<file path="config.mk">
export PLATFORM = sky130hd
export DESIGN_NAME = mc_control_fsm_flat
export DESIGN_NICKNAME = d
export VERILOG_FILES = /design/src/rtl/mc_ctrl_pkg.sv /design/src/rtl/mc_control_fsm_if.sv /design/src/rtl/mc_wait_timer.sv /design/src/rtl/mc_control_fsm.sv /design/src/flat_wrapper.sv
export SDC_FILE = /design/constraint.sdc
export NUM_CORES = 1
export LEC_CHECK = 0
export ABC_AREA = 1
export BUFFER_PORTS_ARGS = -buffer_cell sky130_fd_sc_hd__buf_2
export CAP_MARGIN = 15
export CELL_PAD_IN_SITES_DETAIL_PLACEMENT = 2
export CELL_PAD_IN_SITES_GLOBAL_PLACEMENT = 2
export CORE_UTILIZATION = 18
export CTS_CLUSTER_SIZE = 28
export DETAILED_ROUTE_END_ITERATION = 12
export GPL_TIMING_DRIVEN = 0
export HOLD_SLACK_MARGIN = 0.15
export PLACE_DENSITY = 0.77
export SKIP_CTS_REPAIR_TIMING = 1
export SLEW_MARGIN = 20
export SYNTH_ARGS = -nofsm -noshare
export SYNTH_HDL_FRONTEND = slang
export SYNTH_HIERARCHICAL = 1
export SYNTH_SLANG_ARGS = --single-unit
</file>
<file path="constraint.sdc">
create_clock -name clk -period 1.7 [get_ports clk]
set_clock_uncertainty 0.2 [all_clocks]
set_input_delay 0.085 -clock clk [delete_from_list [all_inputs] [get_ports clk]]
set_output_delay 0.085 -clock clk [all_outputs]
set_load 0.05 [all_outputs]
</file>
<file path="src/rtl/mc_ctrl_pkg.sv">
// ---------------------------------------------------------------------------
// mc_ctrl_pkg
// Shared definitions for the multicycle MIPS control unit: opcode constants,
// the 4-bit controller state enum, datapath mux/ALU encodings and a helper
// that maps an I-type ALU opcode onto its ALUOp code.
// ---------------------------------------------------------------------------
package mc_ctrl_pkg;

  // Opcodes (IR[31:26])
  localparam logic [5:0] OP_RTYPE = 6'h00;
  localparam logic [5:0] OP_J     = 6'h02;
  localparam logic [5:0] OP_JAL   = 6'h03;
  localparam logic [5:0] OP_BEQ   = 6'h04;
  localparam logic [5:0] OP_BNE   = 6'h05;
  localparam logic [5:0] OP_ADDI  = 6'h08;
  localparam logic [5:0] OP_SLTI  = 6'h0a;
  localparam logic [5:0] OP_ANDI  = 6'h0c;
  localparam logic [5:0] OP_ORI   = 6'h0d;
  localparam logic [5:0] OP_LW    = 6'h23;
  localparam logic [5:0] OP_SW    = 6'h2b;

  typedef enum logic [3:0] {
    ST_FETCH   = 4'd0,
    ST_DECODE  = 4'd1,
    ST_MEMADR  = 4'd2,
    ST_MEMRD   = 4'd3,
    ST_MEMWB   = 4'd4,
    ST_MEMWR   = 4'd5,
    ST_EXEC_R  = 4'd6,
    ST_ALUWB_R = 4'd7,
    ST_BRANCH  = 4'd8,
    ST_JUMP    = 4'd9,
    ST_JAL     = 4'd10,
    ST_EXEC_I  = 4'd11,
    ST_ALUWB_I = 4'd12
  } state_t;

  // ALUOp
  localparam logic [2:0] ALU_ADD   = 3'b000;
  localparam logic [2:0] ALU_SUB   = 3'b001;
  localparam logic [2:0] ALU_FUNCT = 3'b010;
  localparam logic [2:0] ALU_AND   = 3'b011;
  localparam logic [2:0] ALU_OR    = 3'b100;
  localparam logic [2:0] ALU_SLT   = 3'b101;

  // RegDst
  localparam logic [1:0] REGDST_RT = 2'b00;
  localparam logic [1:0] REGDST_RD = 2'b01;
  localparam logic [1:0] REGDST_RA = 2'b10;

  // MemToReg
  localparam logic [1:0] M2R_ALUOUT = 2'b00;
  localparam logic [1:0] M2R_MDR    = 2'b01;
  localparam logic [1:0] M2R_PC     = 2'b10;

  // ALUSrcB
  localparam logic [1:0] SRCB_B       = 2'b00;
  localparam logic [1:0] SRCB_FOUR    = 2'b01;
  localparam logic [1:0] SRCB_IMM     = 2'b10;
  localparam logic [1:0] SRCB_IMM_SH2 = 2'b11;

  // PCSource
  localparam logic [1:0] PCSRC_ALU    = 2'b00;
  localparam logic [1:0] PCSRC_ALUOUT = 2'b01;
  localparam logic [1:0] PCSRC_JUMP   = 2'b10;

  // ALU operation for the immediate-ALU group; addi (and anything else) adds.
  function automatic logic [2:0] imm_alu_op(input logic [5:0] op);
    case (op)
      OP_ANDI: return ALU_AND;
      OP_ORI:  return ALU_OR;
      OP_SLTI: return ALU_SLT;
      default: return ALU_ADD;
    endcase
  endfunction

endpackage

</file>
<file path="src/rtl/mc_control_fsm_if.sv">
// ---------------------------------------------------------------------------
// mc_control_fsm_if
// Bundle between the multicycle control unit and the datapath/memory side.
//   opcode, mem_ready            : datapath -> controller
//   IorD .. PCWriteBne           : controller -> datapath mux selects/enables
//   illegal_op, mem_timeout      : controller status pulses
//   retired_count, stall_count   : performance counters (CNT_W bits)
// modport master : the controller
// modport slave  : the datapath / memory side
// ---------------------------------------------------------------------------
interface mc_control_fsm_if #(
  parameter int CNT_W = 32
);
  logic [5:0]       opcode;
  logic             mem_ready;
  logic             IorD;
  logic             IRWrite;
  logic [1:0]       RegDst;
  logic             MemRead;
  logic             MemWrite;
  logic [1:0]       MemToReg;
  logic             ALUSrcA;
  logic [1:0]       ALUSrcB;
  logic [2:0]       ALUOp;
  logic             RegWrite;
  logic [1:0]       PCSource;
  logic             PCWrite;
  logic             PCWriteBeq;
  logic             PCWriteBne;
  logic             illegal_op;
  logic             mem_timeout;
  logic [CNT_W-1:0] retired_count;
  logic [CNT_W-1:0] stall_count;

  modport master (
    input  opcode, mem_ready,
    output IorD, IRWrite, RegDst, MemRead, MemWrite, MemToReg, ALUSrcA,
           ALUSrcB, ALUOp, RegWrite, PCSource, PCWrite, PCWriteBeq,
           PCWriteBne, illegal_op, mem_timeout, retired_count, stall_count
  );

  modport slave (
    output opcode, mem_ready,
    input  IorD, IRWrite, RegDst, MemRead, MemWrite, MemToReg, ALUSrcA,
           ALUSrcB, ALUOp, RegWrite, PCSource, PCWrite, PCWriteBeq,
           PCWriteBne, illegal_op, mem_timeout, retired_count, stall_count
  );
endinterface

</file>
<file path="src/rtl/mc_wait_timer.sv">
// ---------------------------------------------------------------------------
// mc_wait_timer
// Counts consecutive memory wait cycles and flags the cycle in which the
// wait limit is reached.
//   clk, reset_n : clock, asynchronous active-low reset
//   clear        : restart the count (no wait in progress)
//   waiting      : the controller is in a memory state with mem_ready=0
//   expired      : this wait cycle is the WAIT_LIMIT-th in a row
// WAIT_LIMIT=0 disables the timeout (expired stays 0).
// ---------------------------------------------------------------------------
module mc_wait_timer #(
  parameter int WAIT_LIMIT = 16
) (
  input  logic clk,
  input  logic reset_n,
  input  logic clear,
  input  logic waiting,
  output logic expired
);
  localparam int CW       = (WAIT_LIMIT > 0) ? $clog2(WAIT_LIMIT + 1) : 1;
  localparam int LIMIT_M1 = (WAIT_LIMIT > 0) ? WAIT_LIMIT - 1 : 0;
  localparam logic [CW-1:0] LAST = CW'(LIMIT_M1);

  logic [CW-1:0] count;

  // The first wait cycle sees count=0, so the limit cycle sees WAIT_LIMIT-1.
  assign expired = (WAIT_LIMIT != 0) && waiting && (count == LAST);

  // An expiry forces FETCH, so the count restarts even if FETCH is re-entered.
  always_ff @(posedge clk or negedge reset_n) begin
    if (!reset_n) begin
      count <= '0;
    end else if (clear || expired) begin
      count <= '0;
    end else if (waiting) begin
      count <= count + 1'b1;
    end
  end
endmodule

</file>
<file path="src/rtl/mc_control_fsm.sv">
// ---------------------------------------------------------------------------
// mc_control_fsm
// Multicycle MIPS control unit with memory ready/wait handshake, wait
// timeout, illegal-opcode reporting and optional performance counters.
//   clk     : rising-edge clock
//   reset_n : asynchronous active-low reset (state -> FETCH)
//   bus     : mc_control_fsm_if.master (opcode/mem_ready in, datapath
//             controls, illegal_op/mem_timeout pulses, counters out)
// Parameters: WAIT_LIMIT (0 disables timeout), CNT_W (counter width).
// Optional feature macro: MC_CTRL_PERF_EN enables retired_count/stall_count;
// without it both counters are tied to 0.
// ---------------------------------------------------------------------------
module mc_control_fsm
  import mc_ctrl_pkg::*;
#(
  parameter int WAIT_LIMIT = 16,
  parameter int CNT_W      = 32
) (
  input  logic              clk,
  input  logic              reset_n,
  mc_control_fsm_if.master  bus
);

  state_t state, state_nxt;
  logic   mem_state, waiting, wait_clear, expired;

  assign mem_state  = (state == ST_FETCH) || (state == ST_MEMRD) || (state == ST_MEMWR);
  assign waiting    = mem_state && !bus.mem_ready;
  assign wait_clear = !waiting;

  mc_wait_timer #(.WAIT_LIMIT(WAIT_LIMIT)) u_wait_timer (
    .clk     (clk),
    .reset_n (reset_n),
    .clear   (wait_clear),
    .waiting (waiting),
    .expired (expired)
  );

  always_ff @(posedge clk or negedge reset_n) begin
    if (!reset_n) state <= ST_FETCH;
    else          state <= state_nxt;
  end

  // Controls are decoded from the current state (plus mem_ready in FETCH),
  // so they take effect in the same cycle the state is entered.
  always_comb begin
    state_nxt       = state;
    bus.IorD        = 1'b0;
    bus.IRWrite     = 1'b0;
    bus.RegDst      = REGDST_RT;
    bus.MemRead     = 1'b0;
    bus.MemWrite    = 1'b0;
    bus.MemToReg    = M2R_ALUOUT;
    bus.ALUSrcA     = 1'b0;
    bus.ALUSrcB     = SRCB_B;
    bus.ALUOp       = ALU_ADD;
    bus.RegWrite    = 1'b0;
    bus.PCSource    = PCSRC_ALU;
    bus.PCWrite     = 1'b0;
    bus.PCWriteBeq  = 1'b0;
    bus.PCWriteBne  = 1'b0;
    bus.illegal_op  = 1'b0;
    bus.mem_timeout = 1'b0;
    case (state)
      ST_FETCH: begin
        bus.MemRead = 1'b1;
        bus.ALUSrcB = SRCB_FOUR;
        bus.IRWrite = bus.mem_ready;
        bus.PCWrite = bus.mem_ready;
        if (bus.mem_ready) begin
          state_nxt = ST_DECODE;
        end else if (expired) begin
          bus.mem_timeout = 1'b1;
          state_nxt       = ST_FETCH;
        end
      end
      ST_DECODE: begin
        bus.ALUSrcB = SRCB_IMM_SH2;
        case (bus.opcode)
          OP_RTYPE:                          state_nxt = ST_EXEC_R;
          OP_LW, OP_SW:                      state_nxt = ST_MEMADR;
          OP_BEQ, OP_BNE:                    state_nxt = ST_BRANCH;
          OP_J:                              state_nxt = ST_JUMP;
          OP_JAL:                            state_nxt = ST_JAL;
          OP_ADDI, OP_ANDI, OP_ORI, OP_SLTI: state_nxt = ST_EXEC_I;
          default: begin
            bus.illegal_op = 1'b1;
            state_nxt      = ST_FETCH;
          end
        endcase
      end
      ST_MEMADR: begin
        bus.ALUSrcA = 1'b1;
        bus.ALUSrcB = SRCB_IMM;
        state_nxt   = (bus.opcode == OP_SW) ? ST_MEMWR : ST_MEMRD;
      end
      ST_MEMRD: begin
        bus.IorD    = 1'b1;
        bus.MemRead = 1'b1;
        if (bus.mem_ready) begin
          state_nxt = ST_MEMWB;
        end else if (expired) begin
          bus.mem_timeout = 1'b1;
          state_nxt       = ST_FETCH;
        end
      end
      ST_MEMWB: begin
        bus.MemToReg = M2R_MDR;
        bus.RegWrite = 1'b1;
        state_nxt    = ST_FETCH;
      end
      ST_MEMWR: begin
        bus.IorD     = 1'b1;
        bus.MemWrite = 1'b1;
        if (bus.mem_ready) begin
          state_nxt = ST_FETCH;
        end else if (expired) begin
          bus.mem_timeout = 1'b1;
          state_nxt       = ST_FETCH;
        end
      end
      ST_EXEC_R: begin
        bus.ALUSrcA = 1'b1;
        bus.ALUOp   = ALU_FUNCT;
        state_nxt   = ST_ALUWB_R;
      end
      ST_ALUWB_R: begin
        bus.RegDst   = REGDST_RD;
        bus.RegWrite = 1'b1;
        state_nxt    = ST_FETCH;
      end
      ST_BRANCH: begin
        bus.ALUSrcA    = 1'b1;
        bus.ALUOp      = ALU_SUB;
        bus.PCSource   = PCSRC_ALUOUT;
        bus.PCWriteBeq = (bus.opcode == OP_BEQ);
        bus.PCWriteBne = (bus.opcode == OP_BNE);
        state_nxt      = ST_FETCH;
      end
      ST_JUMP: begin
        bus.PCSource = PCSRC_JUMP;
        bus.PCWrite  = 1'b1;
        state_nxt    = ST_FETCH;
      end
      ST_JAL: begin
        // PC already holds PC+4 from FETCH, so it is the link value.
        bus.PCSource = PCSRC_JUMP;
        bus.PCWrite  = 1'b1;
        bus.RegDst   = REGDST_RA;
        bus.MemToReg = M2R_PC;
        bus.RegWrite = 1'b1;
        state_nxt    = ST_FETCH;
      end
      ST_EXEC_I: begin
        bus.ALUSrcA = 1'b1;
        bus.ALUSrcB = SRCB_IMM;
        bus.ALUOp   = imm_alu_op(bus.opcode);
        state_nxt   = ST_ALUWB_I;
      end
      ST_ALUWB_I: begin
        // ALUOp stays on the immediate operation while ALUOut is written back;
        // the IR (and so opcode) is stable until the next FETCH completes.
        bus.ALUOp    = imm_alu_op(bus.opcode);
        bus.RegWrite = 1'b1;
        state_nxt    = ST_FETCH;
      end
      default: state_nxt = ST_FETCH;
    endcase
  end

`ifdef MC_CTRL_PERF_EN
  logic             retire;
  logic [CNT_W-1:0] retired_q, stall_q;

  // Final cycle of a completed instruction; timeouts and illegal ops never
  // reach one of these.
  assign retire = (state == ST_MEMWB)  || (state == ST_ALUWB_R) ||
                  (state == ST_ALUWB_I) || (state == ST_BRANCH) ||
                  (state == ST_JUMP)   || (state == ST_JAL) ||
                  ((state == ST_MEMWR) && bus.mem_ready);

  always_ff @(posedge clk or negedge reset_n) begin
    if (!reset_n) begin
      retired_q <= '0;
      stall_q   <= '0;
    end else begin
      if (retire && !(&retired_q)) retired_q <= retired_q + 1'b1;
      if (waiting && !(&stall_q))  stall_q   <= stall_q + 1'b1;
    end
  end

  assign bus.retired_count = retired_q;
  assign bus.stall_count   = stall_q;
`else
  assign bus.retired_count = '0;
  assign bus.stall_count   = '0;
`endif

endmodule

</file>
<file path="src/flat_wrapper.sv">
// flat-port wrapper written by rule: the top's interface ports become plain ports
module mc_control_fsm_flat import mc_ctrl_pkg::*;
#(
  parameter int WAIT_LIMIT = 16,
  parameter int CNT_W      = 32
)
  (clk, reset_n, bus_opcode, bus_mem_ready, bus_IorD, bus_IRWrite, bus_RegDst, bus_MemRead, bus_MemWrite, bus_MemToReg, bus_ALUSrcA, bus_ALUSrcB, bus_ALUOp, bus_RegWrite, bus_PCSource, bus_PCWrite, bus_PCWriteBeq, bus_PCWriteBne, bus_illegal_op, bus_mem_timeout, bus_retired_count, bus_stall_count);
  mc_control_fsm_if #(.CNT_W(CNT_W)) bus_i ();
  input  logic clk;
  input  logic reset_n;
  input wire logic [$bits(bus_i.opcode)-1:0] bus_opcode;
  input wire logic [$bits(bus_i.mem_ready)-1:0] bus_mem_ready;
  output wire logic [$bits(bus_i.IorD)-1:0] bus_IorD;
  output wire logic [$bits(bus_i.IRWrite)-1:0] bus_IRWrite;
  output wire logic [$bits(bus_i.RegDst)-1:0] bus_RegDst;
  output wire logic [$bits(bus_i.MemRead)-1:0] bus_MemRead;
  output wire logic [$bits(bus_i.MemWrite)-1:0] bus_MemWrite;
  output wire logic [$bits(bus_i.MemToReg)-1:0] bus_MemToReg;
  output wire logic [$bits(bus_i.ALUSrcA)-1:0] bus_ALUSrcA;
  output wire logic [$bits(bus_i.ALUSrcB)-1:0] bus_ALUSrcB;
  output wire logic [$bits(bus_i.ALUOp)-1:0] bus_ALUOp;
  output wire logic [$bits(bus_i.RegWrite)-1:0] bus_RegWrite;
  output wire logic [$bits(bus_i.PCSource)-1:0] bus_PCSource;
  output wire logic [$bits(bus_i.PCWrite)-1:0] bus_PCWrite;
  output wire logic [$bits(bus_i.PCWriteBeq)-1:0] bus_PCWriteBeq;
  output wire logic [$bits(bus_i.PCWriteBne)-1:0] bus_PCWriteBne;
  output wire logic [$bits(bus_i.illegal_op)-1:0] bus_illegal_op;
  output wire logic [$bits(bus_i.mem_timeout)-1:0] bus_mem_timeout;
  output wire logic [$bits(bus_i.retired_count)-1:0] bus_retired_count;
  output wire logic [$bits(bus_i.stall_count)-1:0] bus_stall_count;
  assign bus_i.opcode = bus_opcode;
  assign bus_i.mem_ready = bus_mem_ready;
  assign bus_IorD = bus_i.IorD;
  assign bus_IRWrite = bus_i.IRWrite;
  assign bus_RegDst = bus_i.RegDst;
  assign bus_MemRead = bus_i.MemRead;
  assign bus_MemWrite = bus_i.MemWrite;
  assign bus_MemToReg = bus_i.MemToReg;
  assign bus_ALUSrcA = bus_i.ALUSrcA;
  assign bus_ALUSrcB = bus_i.ALUSrcB;
  assign bus_ALUOp = bus_i.ALUOp;
  assign bus_RegWrite = bus_i.RegWrite;
  assign bus_PCSource = bus_i.PCSource;
  assign bus_PCWrite = bus_i.PCWrite;
  assign bus_PCWriteBeq = bus_i.PCWriteBeq;
  assign bus_PCWriteBne = bus_i.PCWriteBne;
  assign bus_illegal_op = bus_i.illegal_op;
  assign bus_mem_timeout = bus_i.mem_timeout;
  assign bus_retired_count = bus_i.retired_count;
  assign bus_stall_count = bus_i.stall_count;
  mc_control_fsm #(.WAIT_LIMIT(WAIT_LIMIT), .CNT_W(CNT_W)) u_core (.clk(clk), .reset_n(reset_n), .bus(bus_i));
endmodule
</file>
==> impl_metrics.yaml, run 1 <==
outcome:
  status: "finished with violations"
  violations: "negative setup slack"
synthesis:
  ys_seq_elements: 9
  syn_area_sq_mm: 0.001408
  netlist.top_cell.by_area: "buf_4"
  ys_warn_count: 6
  syn_inst: 224
  yosys.area.top_type_share: 0.3467
  synth.distinct_cells: 24
  ys_async_sr_fraction: 1.000
  synth_flop_cell: "dfrtp_1"
  ys_seq_area_frac: 0.1600
  synth.area.top_cells: "buf_4, dfrtp_1, nand2_1"
  synth.avg_cell_area_sq_um: 6.284
  synth_edf_count: 0
power:
  comb_power_share: 0.800
  seq_power_share: 0.116
  swShare: 0.5797
  p_sw_uw: 1732
  ir_worst_vdd_uv: 304.6
  p_clk_frac: 0.084
  power.leakage_uw: 0.001467
  intPower_uw: 1256
  power_density_mw_per_mm2: 1203
cts:
  cts_max_path_buffers: 2
  clockRootBuffer: "clkbuf_8"
  clk_latency_ns: 0.23
  cts_tree: "done"
  cts.sinks: 9
  h-tree-depth: 1
  path_clk_slew_ns: 0.05
  numCtsBuffers: 3
setup_path:
  path_max_fanout: 5
  crit_type: "register to primary output"
  critPathLaunch: "u_core/state[3]"
  startpoint_type: "register"
  crit_arrival_ns: 1.70
  endpoint_kind: "primary output"
  worst_ep_required_time_ns: 1.41
  r2r-start: "u_core/u_wait_timer/count[1]"
routing:
  drt_first_iter_violations: 30
  drt-total-wl_mm: 4.748
  drtAntennaViolNets: 0
  drc: 0
  num_vias: 1584
  firstDrtPassIters: 3
  wl_per_cell_microns: 10.77
  vias_per_cell: 3.592
grt:
  grt_pass1_wl_mm: 6.561
  grt_usage: 0.09554
  grt.overflow.total: 0
  grt_max_degree: 10
  grt_antenna_before_repair: 0
  grt_pass1_vias: 1480
sta:
  grt_setup_unrepaired: "true"
  holdWs_ns: 0.1645
  setup_tns_ns: -2.295
  finalWorstSetupSlack_ns: -0.2887
  timing.final.crit_period_ns: 1.989
  setup_violations: 21
  timing_hold_violations_final: 0
  fmax_mhz: 502.8
  finalMaxSlewViolations: 0
  min_period_over_period: 1.170
die:
  initial_utilization: 0.1900
  rows: 31
  boundaryPins: 95
  die_width_microns: 90.43
  core_sq_mm: 0.007408
  die_area_sq_mm: 0.008178
  die_y_microns: 90.43
layout:
  area_delta_synth_final_pct: 76.53
  nNetsFinal: 354
  ff_latch_area_sq_um: 229.0
  fin_area_sq_mm: 0.002485
  diodes: 0
  fillers: 898
  multiInputGateArea_sq_um: 999.7
  final_layout_size_suffix_gt1_frac: 0.5146
job:
  maxCapViolCount: 0
place:
  place_congestion: 0.7783
  dp_hpwl_mm: 3.566
  portBuffers: 30
  placed_cell_area_sq_mm: 0.001991
min_path:
  hold_start: "bus_opcode[2]"
  hp-class: "input pin to register"
[final cells by class]
cell class | count | share of cell area
Clock inverter | 1 | 0.002014
Timing Repair Buffer | 51 | 0.1818
Sequential cell | 9 | 0.09215
Clock buffer | 3 | 0.01662
Tap cell | 99 | 0.04985
Multi-Input combinational cell | 178 | 0.4023
Buffer | 65 | 0.1964
Inverter | 35 | 0.05891
[cell usage in the layout (no fill, tap or decap), types with 6 or more instances in the layout]
master   instances
buf_2            9
buf_4           80
buf_6           15
conb_1          64
dfrtp_1          6
inv_1           19
inv_2           10
inv_4            6
nand2_1         27
nand2_4          6
nand3_1         14
nor2_1          22
nor2_4          14
[sequential cells by signal (all words and copies together) (netlist names)]
register                   cells
u_core/u_wait_timer/count      5
u_core/state                   4
[cell usage after synthesis, types with 2 or more instances]
cell and number:
inv_1 31, dfrtp_1 9, nor2_2 7, nor2_4 2, a21oi_1 3, o21ai_2 2, ha_1 2, nand4_1 2
nand2_2 4, inv_2 4, nand2_1 35, nor2_1 32, nand3_1 16, buf_4 65
[cells by family after synthesis]
| group | after synthesis | share of synthesized area |
|---|---|---|
| AOI/OAI and AO/OA | 9 | 0.04356 |
| xor gates and xnor gates | 1 | 0.006223 |
| adders and majority gates | 2 | 0.01777 |
| buffers and inverters | 100 | 0.4400 |
| DFF | 9 | 0.1600 |
| other | 1 | 0.002664 |
| and+or+nand+nor | 102 | 0.3298 |
[metal layers]
layer,part of all wire,global-route usage,vias up
met5,0,0,-
met4,0.011,0.02823,0
met3,0.042,0.01263,4
met2,0.58,0.1845,54
met1,0.37,0.1076,744
li1,-,-,782
[critical path: stages (launching register included)]
cell     delay [ns]
dfrtp_2        0.46
nor2_4         0.15
inv_2          0.07
nor2_4         0.11
inv_2          0.07
nand3_4        0.06
nand2_4        0.07
inv_4          0.08
nand2_4        0.06
inv_4          0.06
inv_2          0.04
nor2_4         0.07
buf_6          0.16
[metrics by stage]
step | power, uW | utilization | setup slack, ns | instances
2_1_floorplan | 1694 | - | -0.03684 | 287
3_3_place_gp | 1948 | 0.2687 | -0.2958 | 416
3_5_place_dp | 1973 | 0.2687 | -0.3589 | 416
4_1_cts | 2232 | 0.2750 | -0.5347 | 420
5_1_grt | 3160 | 0.3354 | -0.3931 | 441
6_report | 2988 | 0.3354 | -0.2887 | 441
[power by group through the flow]
stage / logic, uW / clock network [uW] / registers, uW
finish: 2390 / 252 / 346
global route: 2530 / 271 / 355
CTS: 1670 / 257 / 305
detailed placement: 1660 / 0 / 309
global placement: 1640 / 0 / 304
floorplan: 1400 / 0 / 296
[worst paths after layout]
kind,endpoint,slack [ns],depth (start not counted)
max in group asynchronous,u_core/state[3],0.33,3
worst max-delay path,bus_mem_timeout,-0.29,12
worst min register to register,u_core/u_wait_timer/count[3],0.37,2
worst min-delay path,u_core/state[2],0.16,6
worst max register to register,u_core/state[1],-0.21,10
min in group asynchronous,u_core/u_wait_timer/count[0],0.66,3
Power figures use the tool's default switching activity.
==> run 2, diff against run 1 <==
- HOLD_SLACK_MARGIN: 0.15 -> unset
- SKIP_LAST_GASP: unset -> 1
==> impl_metrics.yaml, run 2 (synthesis gave the netlist of run 1 again) <==
setup_path:
  critical_path.slowest_cell: "dfrtp_2"
  r2r-end: "u_core/state[1]"
  crit_arrival_ns: 1.70
  cp.buffers_inverters: 6
  startpoint_type: "register"
  path_delay_family: "simple AND/OR/NAND/NOR gates"
  path_max_fanout: 5
  slowest_delay_ns: 0.46
  crit_chain: "nor2_4, inv_2, nor2_4, inv_2, nand3_4, nand2_4, inv_4, nand2_4, inv_4, inv_2, nor2_4, buf_6"
  r2r_slack_ns: -0.21
  crit_type: "register to primary output"
  endpoint_kind: "primary output"
  r2r-start: "u_core/u_wait_timer/count[0]"
  reg2regPathDepth: 10
  worst_ep_required_time_ns: 1.41
layout:
  fillers: 898
  reg_top3: "u_core/u_wait_timer/count (5), u_core/state (4)"
  largest_reg_flops: 5
  final_layout_size_suffix_gt1_frac: 0.5178
  final_common_cell: "buf_4"
  ff_latch_area_sq_um: 229.0
  max_flop_register: "u_core/u_wait_timer/count"
  nNetsFinal: 350
  final_core_util: 0.3276
  final_cell_mix: "buf_4, conb_1, nand2_1, nor2_1, inv_1"
  area_delta_synth_final_pct: 72.44
  multiInputGateArea_sq_um: 991.0
  diodes: 0
  fin_cells: 437
die:
  core_sq_mm: 0.007408
  initial_utilization: 0.1900
  die_area_sq_mm: 0.008178
  die_width_microns: 90.43
  die_y_microns: 90.43
  rows: 31
  boundaryPins: 95
sta:
  finalWorstSetupSlack_ns: -0.2854
  timing.final.crit_period_ns: 1.985
  timing_hold_violations_final: 0
  min_period_over_period: 1.168
  holdWs_ns: 0.005375
  setup_violations: 20
  fmax_mhz: 503.7
  grt_setup_unrepaired: "true"
  finalMaxSlewViolations: 0
  setup_tns_ns: -2.290
cts:
  cts_tree: "done"
  clockRootBuffer: "clkbuf_8"
  numCtsBuffers: 3
  cts_max_path_buffers: 2
  path_clk_slew_ns: 0.05
  clk_latency_ns: 0.23
  h-tree-depth: 1
  cts.sinks: 9
routing:
  drt_first_iter_violations: 23
  vias_per_cell: 3.545
  num_vias: 1549
  drc: 0
  firstDrtPassIters: 3
  drtAntennaViolNets: 0
  wl_per_cell_microns: 10.30
  drt-total-wl_mm: 4.501
place:
  place_ws_ns: -0.3589
  numPlacedInstances: 416
  place_congestion: 0.7783
  portBuffers: 30
  dp_hpwl_mm: 3.566
min_path:
  min_delay_path_depth: 3
  min_to: "u_core/state[2]"
  hp-class: "input pin to register"
  hold_start: "bus_mem_ready"
grt:
  grt_pass1_wl_mm: 6.561
  grt_max_degree: 10
  grt_usage: 0.09554
  grt_pass1_vias: 1480
  grt_antenna_before_repair: 0
  grt.overflow.total: 0
outcome:
  status: "finished with violations"
  violations: "negative setup slack"
power:
  ir_worst_vdd_uv: 311.2
  power.leakage_uw: 0.001447
  power_density_mw_per_mm2: 1212
job:
  maxCapViolCount: 0
-- run 2: changes by cell type in the layout (fill, tap and decap cells not counted) --
| cell | delta |
|---|---|
| buf_6 | -1 |
| clkbuf_4 | +1 |
| dlygate4sd3_1 | -4 |
| inv_1 | +1 |
| inv_2 | +1 |
| inv_4 | -2 |
| nand2_4 | +1 |
| nand2_8 | -1 |
-- run 2: worst max path at each step --
stage / start / end / cells after the start
floorplan: u_core/state[3] / u_core/state[2] / 12
global placement: u_core/state[1] / u_core/state[2] / 10
detailed placement: u_core/state[2] / u_core/state[2] / 11
CTS: u_core/state[2] / bus_mem_timeout / 11
global route: u_core/state[3] / bus_mem_timeout / 12
finish: u_core/state[3] / bus_mem_timeout / 12
-- run 2: metrics by stage --
| step | total power, uW | instance area (sq um) |
|---|---|---|
| detailed placement | 1973 | 1991 |
| CTS | 2232 | 2037 |
| global route | 3113 | 2427 |
| finish | 2942 | 2427 |
| floorplan | 1694 | 1717 |
| global placement | 1948 | 1991 |
-- run 2: area by class of cell --
class / instances / share of cell area
timing repair buffer: 47 / 0.1680
multi-input combinational: 178 / 0.4082
sequential: 9 / 0.09433
clock inverter: 1 / 0.002062
tap: 99 / 0.05103
buffer: 65 / 0.2010
inverter: 35 / 0.05825
clock buffer: 3 / 0.01701
-- run 2: tightest hold or removal path: stages --
cell and delay [ns]:
buf_2 0.11, a22oi_1 0.11, nand3_1 0.10
-- run 2: layer usage --
metal,vias up,global-route usage,wire length [microns]
met2,54,0.1845,2531
met1,716,0.1076,1715
li1,775,-,-
met5,-,0,0
met3,4,0.01263,211
met4,0,0.02823,42
-- run 2: power breakdown --
part	switching, uW	internal, uW
combinational	1520	819
sequential	90.3	259
clock	90.4	160
total	1700	1240
==> run 3, diff against run 2 <==
- SKIP_CTS_REPAIR_TIMING: 1 -> unset
==> impl_metrics.yaml, run 3 (synthesis gave the netlist of run 1 again) <==
grt:
  grt_antenna_before_repair: 0
  grt_usage: 0.1178
  grt.overflow.total: 0
  grt_pass1_wl_mm: 7.907
  grt_max_degree: 10
  grt_pass1_vias: 1679
die:
  die_y_microns: 90.43
  initial_utilization: 0.1900
  rows: 31
  die_width_microns: 90.43
  boundaryPins: 95
  die_area_sq_mm: 0.008178
  core_sq_mm: 0.007408
sta:
  fmax_mhz: 481.3
  holdWs_ns: 0.03455
  finalWorstSetupSlack_ns: -0.3779
  grt_setup_unrepaired: "true"
  min_period_over_period: 1.222
  timing_hold_violations_final: 0
  finalMaxSlewViolations: 0
  setup_violations: 26
  timing.final.crit_period_ns: 2.078
power:
  power.leakage_uw: 0.001600
  power_density_mw_per_mm2: 1228
  swShare: 0.5716
  p_sw_uw: 1978
  p_clk_frac: 0.077
  ir_worst_vdd_uv: 366.1
  comb_power_share: 0.819
  seq_power_share: 0.104
  intPower_uw: 1482
place:
  place_ws_ns: -0.3589
  placed_cell_area_sq_mm: 0.001991
  portBuffers: 30
  place_congestion: 0.7783
  dp_hpwl_mm: 3.566
setup_path:
  crit_type: "register to register"
  cp.buffers_inverters: 2
  crit_top_cell: "nand2_1"
  crit_chain: "ha_2, and3_4, ha_4, nand2_4, inv_4, buf_6, nor3_4, nand2_1, nand2_1, nor2_1, nand2_1"
  startpoint_type: "register"
  slowest_delay_ns: 0.41
  path_delay_family: "simple AND/OR/NAND/NOR gates"
  path_max_fanout: 3
  worst_ep_required_time_ns: 1.68
  crit_arrival_ns: 2.06
  critical_path.slowest_cell: "dfrtp_1"
  endpoint_kind: "register"
cts:
  path_clk_slew_ns: 0.06
  cts.sinks: 9
  clockRootBuffer: "clkbuf_8"
  clk_latency_ns: 0.24
  numCtsBuffers: 3
  h-tree-depth: 1
  cts_tree: "done"
  cts_max_path_buffers: 2
layout:
  final_cell_mix: "buf_4, conb_1, buf_6, nand2_1, nor2_1"
  final_common_cell: "buf_4"
  largest_reg_flops: 5
  area_delta_synth_final_pct: 100.1
  diodes: 0
  nNetsFinal: 376
  final_core_util: 0.3802
  reg_top3: "u_core/u_wait_timer/count (5), u_core/state (4)"
  fin_area_sq_mm: 0.002816
  final_layout_size_suffix_gt1_frac: 0.5934
  max_flop_register: "u_core/u_wait_timer/count"
outcome:
  violations: "negative setup slack"
  status: "finished with violations"
routing:
  num_vias: 1692
  drc: 0
  firstDrtPassIters: 4
  drtAntennaViolNets: 0
  drt-total-wl_mm: 6.449
  drt_first_iter_violations: 10
  vias_per_cell: 3.654
  wl_per_cell_microns: 13.93
min_path:
  hp-class: "input pin to asynchronous set/reset pin"
job:
  maxCapViolCount: 0
## run 3: changes by cell type in the layout (fill, tap and decap cells not counted), sizes merged
cell and change:
buf +30, dlygate4sd3 +1, clkbuf -5, clkinvlp +1, inv -1
## run 3: stage by stage
stage | cells | total power [uW] | TNS, ns
after global placement | 416 | 1948 | -1.259
after global routing | 463 | 3619 | -6.885
after floorplan | 287 | 1694 | -0.1516
after detailed placement | 416 | 1973 | -1.664
after CTS | 443 | 2777 | -1.114
final | 463 | 3460 | -5.268
## run 3: power groups by stage
stage,sequential (uW),combinational [uW],clock [uW]
after detailed placement,309,1660,0
after global placement,304,1640,0
after global routing,369,2970,282
final,361,2830,265
after CTS,335,2180,257
after floorplan,296,1400,0
## run 3: cell type report
class	instances	area [sq um]
buffer	65	488.0
clock buffer	3	41.29
clock inverter	1	5.005
fill	907	4592
inverter	35	155.1
multi-input combinational	178	1106
sequential	9	230.2
tap	99	123.9
timing repair buffer	73	666.9
## run 3: timing repair
| action | CTS | global route |
|---|---|---|
| buffers inserted | 21 | 23 |
| endpoints found under the setup margin | 27 | 29 |
| pin swaps | 18 | 21 |
| resized for setup | 80 | 55 |
| endpoints found under the hold margin | 10 | 0 |
| hold buffers | 2 | 0 |
## run 3: worst paths after layout
path	endpoint	startpoint	slack, ns	cells past startpoint
setup / recovery	u_core/state[1]	u_core/u_wait_timer/count[0]	-0.38	11
hold / removal	u_core/state[2]	reset_n	0.03	2
setup reg to reg	u_core/state[1]	u_core/u_wait_timer/count[0]	-0.38	11
hold reg to reg	u_core/u_wait_timer/count[2]	u_core/u_wait_timer/count[2]	0.39	2
max in group asynchronous	u_core/state[3]	reset_n	1.06	2
min in group clk	u_core/state[1]	bus_opcode[4]	0.10	5
## run 3: metal layers
layer	track usage	routed length, microns	vias to the layer above
met4	0.02823	193	0
met1	0.1241	2386	785
met2	0.2436	3600	64
met3	0.01263	269	14
li1	-	-	829
met5	0	0	-
